## src/rtl/decoder_scan_seq.sv

```systemverilog
// Registered one-hot select decoder with direct-load and auto-scan modes.
// Scan mode dwells DIV cycles per line and pulses wrap at the end of each sweep.
module decoder_scan_seq #(
    parameter int SEL_W = 3,
    parameter int DIV   = 4,
    localparam int OUT_W = 2 ** SEL_W
) (
    input  logic             clk,
    input  logic             rst_n,
    input  logic             en,
    input  logic             mode,
    input  logic             load,
    input  logic [SEL_W-1:0] sel_in,
    output logic [OUT_W-1:0] y,
    output logic [SEL_W-1:0] idx,
    output logic             wrap
);

    localparam int DW = (DIV > 1) ? $clog2(DIV) : 1;
    localparam logic [DW-1:0] DIV_LAST = DW'(DIV - 1);

    typedef enum logic [1:0] {
        IDLE,
        DIRECT,
        SCAN
    } state_t;

    state_t           state_q, state_d;
    logic [SEL_W-1:0] idx_q, idx_d;
    logic [DW-1:0]    div_q, div_d;
    logic [OUT_W-1:0] y_q, y_d;
    logic             wrap_q, wrap_d;

    always_ff @(posedge clk or negedge rst_n) begin
        if (!rst_n) begin
            state_q <= IDLE;
            idx_q   <= '0;
            div_q   <= '0;
            y_q     <= '0;
            wrap_q  <= 1'b0;
        end else begin
            state_q <= state_d;
            idx_q   <= idx_d;
            div_q   <= div_d;
            y_q     <= y_d;
            wrap_q  <= wrap_d;
        end
    end

    always_comb begin
        state_d = state_q;
        idx_d   = idx_q;
        div_d   = div_q;
        wrap_d  = 1'b0;
        y_d     = '0;

        if (!en) begin
            state_d = IDLE;
            div_d   = '0;
        end else if (!mode) begin
            state_d = DIRECT;
            div_d   = '0;
            if (load) begin
                idx_d = sel_in;
            end
        end else begin
            state_d = SCAN;
            case (state_q)
                IDLE: begin
                    idx_d = '0;
                    div_d = '0;
                end
                DIRECT: begin
                    div_d = '0;
                end
                SCAN: begin
                    if (div_q == DIV_LAST) begin
                        div_d  = '0;
                        idx_d  = idx_q + 1'b1;
                        wrap_d = &idx_q;
                    end else begin
                        div_d = div_q + 1'b1;
                    end
                end
                default: begin
                    idx_d = '0;
                    div_d = '0;
                end
            endcase
        end

        // Output decodes the next index so y and idx move on the same edge.
        if (state_d != IDLE) begin
            y_d = {{(OUT_W-1){1'b0}}, 1'b1} << idx_d;
        end
    end

    assign y    = y_q;
    assign idx  = idx_q;
    assign wrap = wrap_q;

endmodule
```

## config.mk

```make
export PLATFORM = sky130hd
export DESIGN_NAME = decoder_scan_seq
export DESIGN_NICKNAME = d
export VERILOG_FILES = /design/src/rtl/decoder_scan_seq.sv
export SDC_FILE = /design/constraint.sdc
export NUM_CORES = 1
export LEC_CHECK = 0
export CORE_UTILIZATION = 40
export CTS_CLUSTER_DIAMETER = 80
export CTS_CLUSTER_SIZE = 8
export DETAILED_ROUTE_END_ITERATION = 10
export GPL_TIMING_DRIVEN = 0
export HOLD_SLACK_MARGIN = 0.05
export PLACE_DENSITY = 0.74
export SLEW_MARGIN = 30
export SYNTH_ARGS = -nofsm -noshare
export SYNTH_HDL_FRONTEND = slang
export SYNTH_SLANG_ARGS = --single-unit
```

## constraint.sdc

```tcl
create_clock -name clk -period 1.9 [get_ports clk]
set_input_delay 0.19 -clock clk [delete_from_list [all_inputs] [get_ports clk]]
set_output_delay 0.19 -clock clk [all_outputs]
set_load 0.02 [all_outputs]
```

==> metrics.txt, run 1 <==
final WL=1.71 mm; Least-Margin Pin Slew=0.702 ns; clk slew on worst S/H paths=about 0.090 ns; part of the cycle the worst path needs=a little over nine tenths; CTS tree=done; Max-Slew Margin vs Limit=approximately 53%; hpwl dp=~1.2 mm; Synth Area per Inst=roughly 11 um2; final setup margin=0.0496 ns; worst clock skew=0.00695 ns; Peak VDD IR=0.397 mV; grt total ovfl=0; DIE WIDTH=46.4 um; post-synthesis sequential area ratio=50.9%; Clock Path Buffers=2; num ports=20; largest net degree at the start of global routing=17; CTS root buf=clkbuf_4; Fmax=roughly 540 MHz; Lkg Pwr=0.481 nW; clk sinks=16; HP Class=in2reg; DP Worst Slack=-0.0806 ns; Post-route DRC=0; post-route ant nets=0; H-tree depth=1; placement row count=15; vias post-DR=635; CP max FO=5; Tmin final=1.85 ns; vias in the first global route=601; crit path DAT=2.05 ns; die footprint=2150 um2; Slew Viols, Final=0; TritonCTS buffer count=3; Synth Flop Type=dfrtp_1; Worst Path Required=around 2.1 ns; # diodes=0; FFs w/ async S/R, synth=100%; DRT Pass-1 Iters=4; mean routed wirelength per cell=13.9 um; Starting Density=44.1%; Layout Nets=114; CP Class=reg2reg; layout cells sized above 1=about a quarter; final std cells w/o fill=123; Post-synth EDFFs=0; initial antenna violation count=0; max_cap viols=0; Cell Area, Synth=787 um2; Die H=46.4 um; Worst-Skew Late Latency=between 0.2 and 0.3 ns; synthesized instance count=72; vias per cell=5.16; initial DRC count=8; placer congestion estimate=roughly 0.74; Distinct cells, synth=28; status=complete, no violations; Global Route Usage Sum=18.3%; number of synthesized register bits=16; area growth from synthesis to layout=40.9%; # setup viols final=0; first-pass GRT wire length=~2.7 mm; final hold vios=0; Syn Nets=between 80 and 90; placed cells=114; CP startpoint kind=flip-flop; synth warn=0; Core ar.=1780 um2; Crit. End Element=flip-flop; Hold WS=~0.31 ns; power density over the cells=675 nW/um2; PortBufs=17
==> report_power, final <==
part           leakage (nW)  switching (W)  internal, W
sequential            0.214      0.0000193     0.000359
combinational         0.253       0.000102    0.0000990
clock                0.0138      0.0000957    0.0000735
==> path summary, 6_finish.rpt <==
kind                       depth (start not counted)                from  slack (ns)                    to
max                                                6    idx[0]$_DFF_PN0_        0.05        y[1]$_DFF_PN0_
min                                                2                mode        0.31  state_q[0]$_DFF_PN0_
max reg2reg                                        6    idx[0]$_DFF_PN0_        0.05        y[1]$_DFF_PN0_
min reg2reg                                        1  div_q[0]$_DFF_PN0_        0.48    div_q[0]$_DFF_PN0_
max in group asynchronous                          1               rst_n        1.09      idx[1]$_DFF_PN0_
min in group asynchronous                          1               rst_n        0.33        wrap$_DFF_PN0_
==> cells in the final DEF (no fill, tap or decap), types with 2 or more instances in the layout <==
cell type	count
clkdlybuf4s50_1	17
dfrtp_1	14
nor3_1	6
buf_4	6
inv_1	4
a21oi_1	4
nor3_2	4
ha_1	4
nor2b_1	3
nand2_1	3
nand2b_1	3
nor2_1	3
clkbuf_4	3
clkbuf_1	2
nand3_1	2
dfrtp_2	2
==> metrics by stage <==
stage	total power (W)	setup TNS [ns]	util, %	instance area, um2
finish	0.000749	0	62.2	1110
global route	0.000794	-0.0379	62.2	1110
CTS	0.000727	0	58.2	1040
detailed placement	0.000542	-0.342	55.4	988
global placement	0.000537	-0.145	55.4	988
floorplan	0.000473	0	-	787
==> per-layer routing <==
metal / global-route usage [%] / wire length, um / vias up
met3: 4.31 / 61 / 2
li1: - / - / 307
met2: 30.6 / 932 / 13
met5: 0 / 0 / -
met1: 22.5 / 714 / 313
met4: 7.06 / 4 / 0
==> cell families after synthesis <==
family	share of synthesized area, %
AO/OA/AOI/OAI	13.4
adder cells (fa/ha/maj)	9.54
XOR/XNOR	1.11
buffers and inverters	3.34
multiplexers	3.34
AND/OR/NAND/NOR	18.4
flip-flops	50.9
==> synthesized netlist by cell type, drive strengths merged, types with 3 or more instances <==
| cell | count | area share (%) |
|---|---|---|
| a21oi | 4 | 2.5 |
| dfrtp | 16 | 51 |
| ha | 6 | 9.5 |
| inv | 5 | 2.4 |
| nand2 | 3 | 1.4 |
| nand2b | 3 | 2.4 |
| nor2 | 3 | 1.4 |
| nor2b | 3 | 2.4 |
| nor3 | 10 | 7.0 |
==> critical path: stages (launching register included) <==
cell,delay [ns]
dfrtp_2,0.46
ha_4,0.25
mux2_4,0.26
a22o_4,0.23
a211oi_4,0.30
inv_2,0.11
nor3_2,0.16
==> area by class of cell <==
cell class	count	area, um2
Fill cell	147	674
Multi-Input combinational cell	49	410
Sequential cell	16	403
Timing Repair Buffer	23	215
Tap cell	25	31.3
Clock buffer	3	22.5
Inverter	5	18.8
Buffer	2	7.51
==> state kept, by name, indices dropped and copies added (netlist names) <==
| signal | flops |
|---|---|
| y | 8 |
| div_q | 2 |
| state_q | 2 |
| wrap | 1 |
| idx | 3 |
==> timing repair <==
action,in CTS,in global routing
resized for setup,3,7
setup buffers,2,4
endpoints found under the hold margin,0,0
setup endpoints to repair,8,8
hold buffers,0,0
pin swaps,2,3
Power figures use the tool's default switching activity.
==> inputs of run 2 (changes only) <==
- MAX_ROUTING_LAYER: not set -> met4
- SLEW_MARGIN: 30 -> not set
==> run 2 against run 1 <==
Cell count unchanged. Clock power about the same. Flip-flop and latch count stayed put. Critical path depth unchanged. Maximum frequency is 0.14% lower. Power is 0.24% higher. Critical path type unchanged. Largest cell class unchanged.
==> metrics.txt, run 2 (synthesis results as in run 1) <==
Hold WS=0.314 ns (was 0.312 ns); clk slew on worst S/H paths=0.09 ns (about the same); Global Route Usage Sum=18.8% (was 18.3%); crit path DAT=2.05 ns (about the same); CP max FO=5 (unchanged); Max-Slew Margin vs Limit=52.7% (was 53.0%); hpwl dp=1.18 mm (unchanged); Layout Nets=114 (unchanged); Buf/Inv on CP=1 (unchanged); max_cap viols=0 (unchanged); post-route ant nets=0 (unchanged); largest net degree at the start of global routing=17 (unchanged); Die H=46.4 um (unchanged); PortBufs=17 (unchanged); vias per cell=5.04 (was 5.16); Critical Path Max Stage Delay=0.46 ns (about the same); TritonCTS buffer count=3 (unchanged); worst setup path end=y[1]$_DFF_PN0_ (unchanged); Worst-Skew Late Latency=0.28 ns (about the same); Slew Viols, Final=0 (unchanged); most common cell after layout, fill and taps aside=clkdlybuf4s50_1 (unchanged); status=complete, no violations (unchanged); r2r startpoint=idx[0]$_DFF_PN0_ (unchanged); initial antenna violation count=0 (unchanged); worst reg-to-reg path cell count=6 (unchanged); Core ar.=1780 um2 (unchanged); hold_buf cts=0 (unchanged); CP startpoint kind=flip-flop (unchanged); commonest non-fill, non-tap cells in the layout=clkdlybuf4s50_1 (17), dfrtp_1 (14), nor3_1 (6), buf_4 (6) (unchanged); initial DRC count=9 (was 8); CTS tree=done (unchanged); worst clock skew=0.00887 ns (was 0.00695 ns); die footprint=2150 um2 (unchanged); part of the cycle the worst path needs=97.5% (was 97.4%); Worst path top cell family by delay=compound AO/OA/AOI/OAI gates (unchanged); # diodes=0 (unchanged); DRT Pass-1 Iters=4 (unchanged); final WL=1.73 mm (was 1.71 mm); num ports=20 (unchanged); Crit. End Element=flip-flop (unchanged); critical-path cell list=ha_4 -> mux2_4 -> a22o_4 -> a211oi_4 -> inv_2 -> nor3_2 (unchanged); # setup viols final=0 (unchanged); CTS root buf=clkbuf_4 (unchanged); mean routed wirelength per cell=14.1 um (was 13.9 um); CP Depth=6 (unchanged); max reg flops=8 (unchanged); Peak VDD IR=0.403 mV (was 0.397 mV); Worst Path Required=2.10 ns (about the same); Fmax=540 MHz (about the same); Clock Path Buffers=2 (unchanged); r2r setup slk=0.05 ns (about the same); power density over the cells=677 nW/um2 (was 675 nW/um2); Post-route DRC=0 (unchanged); H-tree depth=1 (unchanged); DIE WIDTH=46.4 um (unchanged); Starting Density=44.1% (unchanged); Least-Margin Pin Slew=0.707 ns (was 0.702 ns); sum of negative setup slack=0 ns (unchanged); layout cells sized above 1=24.5% (unchanged); clk sinks=16 (unchanged); final hold vios=0 (unchanged); area growth from synthesis to layout=40.9% (unchanged); Reg2Reg Capture Point=y[1]$_DFF_PN0_ (unchanged); first-pass GRT wire length=2.66 mm (unchanged); placement row count=15 (unchanged); CP Class=reg2reg (unchanged); vias in the first global route=603 (was 601); HP Class=in2reg (unchanged); design area=1110 um2 (unchanged); Setup crit start=idx[0]$_DFF_PN0_ (unchanged); Tmin final=1.85 ns (about the same); grt total ovfl=0 (unchanged); vias post-DR=620 (was 635); Layout fillers=147 (unchanged); placed cell areas=988 um2 (unchanged); Max stage delay cell, worst path=dfrtp_2 (unchanged); Lkg Pwr=0.481 nW (unchanged); placer congestion estimate=0.747 (was 0.738)
[run 2: cell counts in the layout (fill, tap and decap cells not counted)]
Identical to the previous run, type by type.
[run 2: how the worst min path moves through the flow]
stage	start	endpoint	slack (ns)	cells after the start
finish	mode	state_q[0]$_DFF_PN0_	0.31	2
CTS	mode	state_q[0]$_DFF_PN0_	0.28	2
global placement	div_q[0]$_DFF_PN0_	div_q[0]$_DFF_PN0_	0.45	1
detailed placement	div_q[0]$_DFF_PN0_	div_q[0]$_DFF_PN0_	0.47	1
floorplan	rst_n	div_q[0]$_DFF_PN0_	-0.11	0
global route	mode	state_q[0]$_DFF_PN0_	0.33	2
[run 2: worst register-to-register path: stages (launching register included)]
cell and delay [ns]:
dfrtp_2 0.46, ha_4 0.25, mux2_4 0.26, a22o_4 0.23, a211oi_4 0.31, inv_2 0.11
nor3_2 0.16
[run 2: layer usage]
metal	up-vias	GRT usage (%)	wire length, um
met2	11	30.6	926
li1	306	-	-
met4	0	7.06	0
met5	-	-	0
met3	0	4.31	59
met1	303	22.5	744
[run 2: through the flow]
| step | power, W | setup slack (ns) | cells | util, % |
|---|---|---|---|---|
| after floorplan | 0.000473 | 0.00933 | 72 | - |
| after global placement | 0.000537 | -0.0414 | 114 | 55.4 |
| after detailed placement | 0.000542 | -0.0806 | 114 | 55.4 |
| after CTS | 0.000727 | 0.0184 | 119 | 58.2 |
| after global routing | 0.000794 | -0.0167 | 123 | 62.2 |
| final | 0.000750 | 0.0470 | 123 | 62.2 |
[run 2: final cells by class]
class                           instances  area (um2)  area share [%]
Tap cell                               25        31.3            2.82
Multi-Input combinational cell         49         410            37.0
Clock buffer                            3        22.5            2.03
Sequential cell                        16         403            36.3
Inverter                                5        18.8            1.69
Timing Repair Buffer                   23         215            19.4
Buffer                                  2        7.51           0.677
[run 2: where the power goes]
part           internal (W)  switching (W)  leakage [nW]  total [W]
registers          0.000359      0.0000191         0.214   0.000379
clock network     0.0000735      0.0000979        0.0138   0.000171
logic             0.0000988       0.000102         0.253   0.000200
[run 2: timing repair]
item,4_1_cts,5_1_grt
pin swaps,2,3
buffers inserted,2,4
endpoints found under the setup margin,8,8
resized for setup,3,7
